==> config.mk <==
export PLATFORM = sky130hd
export DESIGN_NAME = mem_bist_flat
export DESIGN_NICKNAME = d
export VERILOG_FILES = /design/src/rtl/mem_bist_pkg.sv /design/src/rtl/mem_bist_if.sv /design/src/rtl/mem_bist_errlog.sv /design/src/rtl/mem_bist.sv /design/src/flat_wrapper.sv
export SDC_FILE = /design/constraint.sdc
export NUM_CORES = 1
export LEC_CHECK = 0
export CAP_MARGIN = 20
export CORE_MARGIN = 2
export CORE_UTILIZATION = 45
export DETAILED_ROUTE_END_ITERATION = 10
export DONT_BUFFER_PORTS = 1
export SLEW_MARGIN = 15
export SYNTH_ARGS = -nofsm -noshare
export SYNTH_HDL_FRONTEND = slang
export SYNTH_SLANG_ARGS = --single-unit
==> constraint.sdc <==
create_clock -name clk -period 2.2 [get_ports clk]
set_clock_uncertainty 0.2 [all_clocks]
set_input_delay 0.55 -clock clk [delete_from_list [all_inputs] [get_ports clk]]
set_output_delay 0.55 -clock clk [all_outputs]
set_load 0.1 [all_outputs]
==> src/rtl/mem_bist_pkg.sv <==
// mem_bist_pkg
//   Shared types and helpers for the memory BIST engine.
//   - phase_e : march phase (all-zero, data=address, data=~address)
//   - state_e : controller FSM state
//   - pattern : expected memory contents for a phase/address pair,
//               computed at PAT_W bits so any ADDR_W/DATA_W <= PAT_W
//               can take the low bits it needs.
package mem_bist_pkg;

    localparam int unsigned ADDR_W_DEF = 5;
    localparam int unsigned DATA_W_DEF = 8;
    localparam int unsigned ERR_W_DEF  = 8;
    localparam int unsigned PAT_W      = 32;

    typedef enum logic [1:0] {
        PH_ZERO = 2'd0,
        PH_ADDR = 2'd1,
        PH_INV  = 2'd2
    } phase_e;

    typedef enum logic [2:0] {
        IDLE,
        WRITE,
        READ,
        CHECK,
        DONE
    } state_e;

    // Address is zero-extended before inversion, so the INV pattern has
    // its upper (DATA_W - ADDR_W) bits set.
    function automatic logic [PAT_W-1:0] pattern(input phase_e ph,
                                                 input logic [PAT_W-1:0] a);
        case (ph)
            PH_ZERO: return '0;
            PH_ADDR: return a;
            PH_INV:  return ~a;
            default: return '0;
        endcase
    endfunction

endpackage

==> src/rtl/mem_bist_if.sv <==
// mem_bist_if
//   Memory-side bus between the BIST engine and a 1-cycle-latency
//   synchronous single-port memory.
//   - read     : read strobe, data_out valid the cycle after
//   - write    : write strobe, data_in stored at addr
//   - addr     : word address
//   - data_in  : write data (towards memory)
//   - data_out : read data (from memory)
//   Modports: master = BIST engine, slave = memory.
interface mem_bist_if
    import mem_bist_pkg::*;
#(
    parameter int unsigned ADDR_W = ADDR_W_DEF,
    parameter int unsigned DATA_W = DATA_W_DEF
);

    logic              read;
    logic              write;
    logic [ADDR_W-1:0] addr;
    logic [DATA_W-1:0] data_in;
    logic [DATA_W-1:0] data_out;

    modport master (
        output read,
        output write,
        output addr,
        output data_in,
        input  data_out
    );

    modport slave (
        input  read,
        input  write,
        input  addr,
        input  data_in,
        output data_out
    );

endinterface

==> src/rtl/mem_bist_errlog.sv <==
// mem_bist_errlog
//   Error bookkeeping for one BIST run.
//   - clk, rst         : clock, async active-high reset
//   - clr              : start of a new run, clears everything
//   - mismatch         : one compare failed this cycle
//   - addr, phase      : location of the compare
//   - err_count        : saturating mismatch count
//   - first_err_addr   : address of the first mismatch (0 if none)
//   - first_err_phase  : phase of the first mismatch (0 if none)
module mem_bist_errlog
    import mem_bist_pkg::*;
#(
    parameter int unsigned ADDR_W = ADDR_W_DEF,
    parameter int unsigned ERR_W  = ERR_W_DEF
) (
    input  logic              clk,
    input  logic              rst,
    input  logic              clr,
    input  logic              mismatch,
    input  logic [ADDR_W-1:0] addr,
    input  phase_e            phase,
    output logic [ERR_W-1:0]  err_count,
    output logic [ADDR_W-1:0] first_err_addr,
    output logic [1:0]        first_err_phase
);

    // Separate flag rather than err_count==0 so first-error capture does
    // not depend on the counter width.
    logic seen_q;

    always_ff @(posedge clk or posedge rst) begin
        if (rst) begin
            err_count       <= '0;
            first_err_addr  <= '0;
            first_err_phase <= '0;
            seen_q          <= 1'b0;
        end else if (clr) begin
            err_count       <= '0;
            first_err_addr  <= '0;
            first_err_phase <= '0;
            seen_q          <= 1'b0;
        end else if (mismatch) begin
            if (err_count != '1) begin
                err_count <= err_count + 1'b1;
            end
            if (!seen_q) begin
                seen_q          <= 1'b1;
                first_err_addr  <= addr;
                first_err_phase <= phase;
            end
        end
    end

endmodule

==> src/rtl/mem_bist.sv <==
// mem_bist
//   March-style BIST engine for a synchronous single-port memory.
//   Three phases (all-zero, data=address, data=~address), each a full
//   write sweep followed by a read/compare sweep (READ then CHECK per word).
//   - clk, rst         : clock shared with memory, async active-high reset
//   - start            : request a run, honoured only in IDLE or DONE
//   - busy             : run in progress
//   - done             : run finished, held until next start or reset
//   - pass             : done and no mismatches
//   - err_count        : saturating mismatch count
//   - first_err_addr   : address of first mismatch (0 if none)
//   - first_err_phase  : phase of first mismatch (0 if none)
//   - mem              : memory bus (master side), all outputs registered
module mem_bist
    import mem_bist_pkg::*;
#(
    parameter int unsigned ADDR_W = ADDR_W_DEF,
    parameter int unsigned DATA_W = DATA_W_DEF,
    parameter int unsigned ERR_W  = ERR_W_DEF
) (
    input  logic              clk,
    input  logic              rst,
    input  logic              start,
    output logic              busy,
    output logic              done,
    output logic              pass,
    output logic [ERR_W-1:0]  err_count,
    output logic [ADDR_W-1:0] first_err_addr,
    output logic [1:0]        first_err_phase,
    mem_bist_if.master        mem
);

    state_e            state_q, state_d;
    phase_e            phase_q, phase_d;
    logic [ADDR_W-1:0] addr_q,  addr_d;
    logic [DATA_W-1:0] data_q,  data_d;
    logic              read_q,  read_d;
    logic              write_q, write_d;
    logic              busy_q,  busy_d;
    logic              done_q,  done_d;
    logic              start_accept;
    logic              mismatch;
    logic [ADDR_W-1:0] addr_inc;

    function automatic logic [DATA_W-1:0] pat(input phase_e ph,
                                              input logic [ADDR_W-1:0] a);
        logic [PAT_W-1:0] w;
        w = pattern(ph, PAT_W'(a));
        return w[DATA_W-1:0];
    endfunction

    function automatic phase_e next_phase(input phase_e ph);
        case (ph)
            PH_ZERO: return PH_ADDR;
            PH_ADDR: return PH_INV;
            default: return PH_INV;
        endcase
    endfunction

    assign addr_inc = addr_q + 1'b1;

    // data_out holds the word read in the previous (READ) cycle.
    assign mismatch = (state_q == CHECK) && (mem.data_out != pat(phase_q, addr_q));

    always_ff @(posedge clk or posedge rst) begin
        if (rst) begin
            state_q <= IDLE;
            phase_q <= PH_ZERO;
            addr_q  <= '0;
            data_q  <= '0;
            read_q  <= 1'b0;
            write_q <= 1'b0;
            busy_q  <= 1'b0;
            done_q  <= 1'b0;
        end else begin
            state_q <= state_d;
            phase_q <= phase_d;
            addr_q  <= addr_d;
            data_q  <= data_d;
            read_q  <= read_d;
            write_q <= write_d;
            busy_q  <= busy_d;
            done_q  <= done_d;
        end
    end

    // Strobes are computed one cycle ahead so they leave registers and line
    // up with the state they belong to (write_q=1 throughout WRITE, read_q=1
    // only in READ).
    always_comb begin
        state_d      = state_q;
        phase_d      = phase_q;
        addr_d       = addr_q;
        data_d       = data_q;
        read_d       = 1'b0;
        write_d      = 1'b0;
        busy_d       = busy_q;
        done_d       = done_q;
        start_accept = 1'b0;

        case (state_q)
            IDLE, DONE: begin
                if (start) begin
                    start_accept = 1'b1;
                    state_d      = WRITE;
                    phase_d      = PH_ZERO;
                    addr_d       = '0;
                    data_d       = pat(PH_ZERO, '0);
                    write_d      = 1'b1;
                    busy_d       = 1'b1;
                    done_d       = 1'b0;
                end
            end
            WRITE: begin
                if (addr_q == '1) begin
                    addr_d  = '0;
                    read_d  = 1'b1;
                    state_d = READ;
                end else begin
                    addr_d  = addr_inc;
                    data_d  = pat(phase_q, addr_inc);
                    write_d = 1'b1;
                end
            end
            READ: begin
                state_d = CHECK;
            end
            CHECK: begin
                if (addr_q != '1) begin
                    addr_d  = addr_inc;
                    read_d  = 1'b1;
                    state_d = READ;
                end else if (phase_q != PH_INV) begin
                    phase_d = next_phase(phase_q);
                    addr_d  = '0;
                    data_d  = pat(next_phase(phase_q), '0);
                    write_d = 1'b1;
                    state_d = WRITE;
                end else begin
                    busy_d  = 1'b0;
                    done_d  = 1'b1;
                    state_d = DONE;
                end
            end
            default: begin
                state_d = IDLE;
            end
        endcase
    end

    mem_bist_errlog #(
        .ADDR_W (ADDR_W),
        .ERR_W  (ERR_W)
    ) u_errlog (
        .clk             (clk),
        .rst             (rst),
        .clr             (start_accept),
        .mismatch        (mismatch),
        .addr            (addr_q),
        .phase           (phase_q),
        .err_count       (err_count),
        .first_err_addr  (first_err_addr),
        .first_err_phase (first_err_phase)
    );

    assign mem.read    = read_q;
    assign mem.write   = write_q;
    assign mem.addr    = addr_q;
    assign mem.data_in = data_q;

    assign busy = busy_q;
    assign done = done_q;
    assign pass = done_q && (err_count == '0);

endmodule

==> src/flat_wrapper.sv <==
// flat-port wrapper written by rule: the top's interface ports become plain ports
module mem_bist_flat import mem_bist_pkg::*;
#(
    parameter int unsigned ADDR_W = ADDR_W_DEF,
    parameter int unsigned DATA_W = DATA_W_DEF,
    parameter int unsigned ERR_W  = ERR_W_DEF
)
  (clk, rst, start, busy, done, pass, err_count, first_err_addr, first_err_phase, mem_read, mem_write, mem_addr, mem_data_in, mem_data_out);
  mem_bist_if #(.ADDR_W(ADDR_W), .DATA_W(DATA_W)) mem_i ();
  input  logic clk;
  input  logic rst;
  input  logic start;
  output logic busy;
  output logic done;
  output logic pass;
  output logic [ERR_W-1:0] err_count;
  output logic [ADDR_W-1:0] first_err_addr;
  output logic [1:0] first_err_phase;
  output wire logic [$bits(mem_i.read)-1:0] mem_read;
  output wire logic [$bits(mem_i.write)-1:0] mem_write;
  output wire logic [$bits(mem_i.addr)-1:0] mem_addr;
  output wire logic [$bits(mem_i.data_in)-1:0] mem_data_in;
  input wire logic [$bits(mem_i.data_out)-1:0] mem_data_out;
  assign mem_read = mem_i.read;
  assign mem_write = mem_i.write;
  assign mem_addr = mem_i.addr;
  assign mem_data_in = mem_i.data_in;
  assign mem_i.data_out = mem_data_out;
  mem_bist #(.ADDR_W(ADDR_W), .DATA_W(DATA_W), .ERR_W(ERR_W)) u_core (.clk(clk), .rst(rst), .start(start), .busy(busy), .done(done), .pass(pass), .err_count(err_count), .first_err_addr(first_err_addr), .first_err_phase(first_err_phase), .mem(mem_i));
endmodule
After elaboration in Yosys (flattened, before gate mapping)
Index checks and enable logic that the tools add are counted.
- input bits: 11
- logic and storage cells: 105
- flip-flop bits (word level): 38
- equality and inequality tests: 20
- reductions and logical operators: 17
- add/sub/neg operators: 2
- mux-type cells: 52
- bitwise gates (word level): 2
- operators with widths (operator ; count):
    $mux 8 ; 8
    $mux 5 ; 7
    $pmux 8 s2 ; 2
    $pmux 8 s3 ; 1
    $mux 2 ; 8
    $not 5->8 ; 2
    $mux 1 ; 15
    $pmux 5 s3 ; 1
    $mux 3 ; 4
    $ne 2x2->1 const B ; 6
    $pmux 3 s4 ; 1
    $add 8x1->8 const B ; 1
    $logic_not 8->1 ; 1
    $ne 8x8->1 ; 1
    $ne 8x8->1 const B ; 1
    $reduce_and 4->1 ; 2
    $eq 3x2->1 const B ; 2
    $pmux 1 s2 ; 3
    $reduce_and 2->1 ; 3
    $reduce_bool 2->1 ; 3
    $add 5x1->5 const B ; 1
    $eq 5x5->1 const B ; 1
    $ne 5x5->1 const B ; 1
    $reduce_and 5->1 ; 1
    14 further kinds ; 17

Logic depth before layout (Yosys ltp)
- word-level depth: 10
- mapped depth: 9

Hierarchy
Synthesis repeated with hierarchy kept, for this count alone.
- cells, all modules: 238
- area, all modules: 2175.8 sq um
- modules (own cells, without submodules) (module ; cells each ; instances ; area an instance (sq um) ; sequential area each (sq um)):
    mem_bist ; 164 ; 1 ; 1375.1 ; 500.5
    mem_bist_errlog ; 74 ; 1 ; 800.8 ; 400.4

Least setup slack after synthesis
No wires, ideal clock.
- path kind: reg2out
- start point: register u_core.u_errlog.err_count[5]
- end point: output pass
- setup slack: -2.768 ns
- stages on the path, launching flop included: 3
- buffers on the path: 0
- arrival: 4.218 ns
- cell sequence: dfrtp_1 > or4_1 > nor4_1
- word-level cells in the longest chain between the ends: 2
- ends and longest elaborated chain (item ; line ; text):
    start: declaration ; mem_bist_errlog.sv:22 ; output logic [ERR_W-1:0] err_count,
    start signal: assignment ; mem_bist_errlog.sv:44 ; err_count <= err_count + 1'b1;
    $logic_not 8->1 ; mem_bist.sv:173 ; assign pass = done_q && (err_count == '0);
    $logic_and 1x1->1 ; mem_bist.sv:173 ;
    end: declaration ; flat_wrapper.sv:15 ; output logic pass;
Every way passes these cells.

Worst setup path after layout
Same ends and word-level chain as after synthesis.

==> summary.md <==
| Metric | Value |
|---|---|
| Layout area overhead | 38.2% |
| I/O pin cnt | 44 |
| WP data required | about 1.5 ns |
| Setup crit end kind | output pin |
| Crit path buf inv count | 1 |
| Fin. Hold Viols | 0 |
| First-pass GRT wire length | 9050 um |
| Drt drc | 0 |
| CP top delay family | simple AND/OR/NAND/NOR gates |
| Critical path data arrival time | roughly 1.7 ns |
| Vias in the first global route | between 1500 and 2000 |
| Initial Utilization | 47.3% |
| H-tree level count | 2 |
| Final Setup Violations | 5 |
| Root Buffer | clkbuf_8 |
| Register share of total power | 28.4% |
| Crit start category | flip-flop |
| Failing checks | negative setup slack |
| Synth cell types | 53 |
| Lkg Pwr | 1.30 nW |
| Place WS | -0.180 ns |
| Slack of the critical path | -0.269 ns |
| Core Rows | 24 |
| Seq/Total Area, Yosys | 43.2% |
| RSZ-0062 raised after global routing | yes |
| Worst VDD drop | roughly 820 uV |
| DP Wirelength | 3900 um |
| CP cell instances | or4_4 > nor4_4 > buf_12 |
| Worst-path fanout max | 2 |
| Setup_tns | -0.366 ns |
| Die span in x | 72.1 um |
| Synthesized flop and latch total | 36 |
| Most frequent cells in the layout | buf_4, nand2_1, dfrtp_1 |
| Avg Vias per Cell | roughly 5.7 |
| Via count | ~1900 |
| GR Util All Layers | 21.9% |
| Ys async rst share | 100% |
| CP max stage delay | between 0.5 and 0.6 ns |
| Max stage delay cell, worst path | or4_4 |
| Internal power | 1.66 mW |
| Pwr dens | 1190 nW/um^2 |
| Fin crit share | 112% |
| Final Max Tran Viols | 0 |
| Area contributors post-synth | dfrtp_1, mux2i_1, nand2_1, o21ai_0, nor2_1 |
| Crit path kind | flip-flop to output pin |
| CTS buffer count | 5 |
| Number of port buffers | 0 |
| # nets final | 294 |
| Hold crit path type | primary input to async pin |
| Clock Sinks | 36 |
| CTS tree | yes |
| Syn Nets | about 240 |
| WL final | 5270 um |
| Clock power share | 17.2% |
| Gate power share | 54.5% |
| Ant. Diodes | 0 |
| Cell area after synthesis | 2090 um^2 |
| Clk_lat worst skew | 0.29 ns |
| ANT nets after route | 0 |
| Worst Max-Slew Pin Slew | roughly 0.46 ns |
| Synth area leader | dfrtp_1 |
| Post-Synthesis Cells | 229 |
| Die area | 5200 um^2 |
| Status | finished, violations left |
| Fin crit period | 2.47 ns |
| DR pass1 iterations | 4 |
| Power Total | 3.42 mW |
| Initial antenna violation count | 0 |
| Initial drt markers | 170 |
| Fraction of layout cells with a size suffix above 1 | around 40% |
| Max Root-Sink Buffers | 2 |
| Psw | 1.76 mW |
| Sw Share | roughly 50% |
| MaxCap Viol Count | 0 |
| Fmax | 405 MHz |
| Commonest non-fill, non-tap cell in the layout | buf_4 |
| Top cell type's share of synthesized area | roughly 43% |
| Number of synthesized flops with an enable pin | 0 |
| Die height | just over 70 um |
| R2R setup slack | -0.04 ns |
| Yosys warns | 0 |
| Total grt overflow | 0 |
| CORE AREA | 4410 um^2 |
| Relative slew slack | 69.5% |
| Syn Area/Cell | a little over 9 um^2 |
| Routed len/inst | 15.9 um |
| Clock Pin Slew Worst Setup and Hold Paths | 0.08 ns |
| Leading register cell type out of synthesis | dfrtp_1 |
| Largest net degree at the start of global routing | 37 |
| GPL Wtd Cong | 0.850 |
==> worst paths after layout <==
check / start / endpoint / depth (start not counted)
setup reg to reg: u_core.mem.addr[3]$_DFFE_PP0P_ / u_core.u_errlog.err_count[5]$_DFFE_PP0P_ / 6
setup / recovery: u_core.u_errlog.err_count[5]$_DFFE_PP0P_ / pass / 3
min in group clk: start / u_core.state_q[2]$_DFFE_PP0P_ / 1
max in group asynchronous: rst / u_core.u_errlog.err_count[5]$_DFFE_PP0P_ / 2
hold reg to reg: u_core.busy$_DFFE_PP0P_ / u_core.busy$_DFFE_PP0P_ / 2
hold / removal: rst / u_core.mem.read$_DFF_PP0_ / 2
==> metrics by stage <==
step | cells | util (%) | instance area [um^2] | hold slack, ns
detailed placement | 323 | 60.6 | 2670 | 0.279
global placement | 323 | 60.6 | 2670 | 0.260
CTS | 330 | 63.1 | 2790 | 0.0590
global route | 332 | 65.3 | 2880 | 0.0864
finish | 332 | 65.3 | 2880 | 0.0501
floorplan | 229 | - | 2230 | 0.257
==> worst register-to-register path, cell delays in order, from the launching register on <==
cell and delay [ns]:
dfrtp_4 0.48, or3b_4 0.38, and3b_1 0.20, o211ai_2 0.22, o31ai_4 0.12, or4_4 0.44, a21oi_2 0.12
==> cell families (layout without fill, tap and decap cells) <==
logic type,after synthesis,after routing,share of synthesized area (%)
DFF,36,36,43.2
buffers and inverters,26,77,5.70
xor gates and xnor gates,4,4,1.68
muxes,15,15,7.25
adders and majority gates,4,4,2.40
and+or+nand+nor,90,90,21.0
AOI/OAI and AO/OA,54,54,18.8
==> what timing repair did <==
item | in CTS | in global routing
gates resized for setup | 4 | 20
cloned | 0 | 1
hold buffers | 0 | 0
setup buffers | 0 | 1
setup endpoints to repair | 14 | 18
pin swaps | 5 | 4
==> cell usage after synthesis (all sizes together), types with 2 or more instances <==
cell     n
a21oi   11
and2     3
nor2b    4
ha       4
dfrtp   36
o211ai   3
o22ai    3
nand2b   6
nand2   35
inv     14
o221ai   2
xnor2    2
nand3    9
mux2i   14
or4      2
a22o     4
o31ai    5
nor2    15
o21ai   16
or3      2
and3     4
clkbuf   5
buf      7
xor2     2
nor3     3
==> per-layer routing <==
metal / global-route usage (%) / vias up / part of all wire (%)
li1: - / 904 / -
met1: 28.8 / 912 / 45
met2: 34.6 / 52 / 48
met3: 5.14 / 10 / 5.9
met4: 9.22 / 0 / 1.7
met5: 0 / - / 0
==> registers in the layout, summed over array words and instances, names as in the netlist <==
signal                           cells
u_core.busy                          1
u_core.done                          1
u_core.mem.addr                      5
u_core.mem.data_in                   6
u_core.mem.read                      1
u_core.mem.write                     1
u_core.phase_q                       2
u_core.state_q                       3
u_core.u_errlog.err_count            8
u_core.u_errlog.first_err_addr       5
u_core.u_errlog.first_err_phase      2
u_core.u_errlog.seen_q               1
==> final cells by class <==
type                            instances  area [um^2]
Fill cell                             354         1530
Multi-Input combinational cell        167         1260
Sequential cell                        36          931
Timing Repair Buffer                   55          465
Clock buffer                            5         68.8
Tap cell                               52         65.1
Inverter                               14         52.6
Clock inverter                          3         42.5
==> power by group through the flow <==
stage	Combinational, mW	Clock (mW)	Sequential (mW)
finish	1.86	0.587	0.969
global route	1.99	0.636	0.993
CTS	1.82	0.603	0.973
detailed placement	1.82	0	0.984
global placement	1.79	0	0.976
floorplan	0.622	0	1.77
Power figures use the tool's default switching activity.
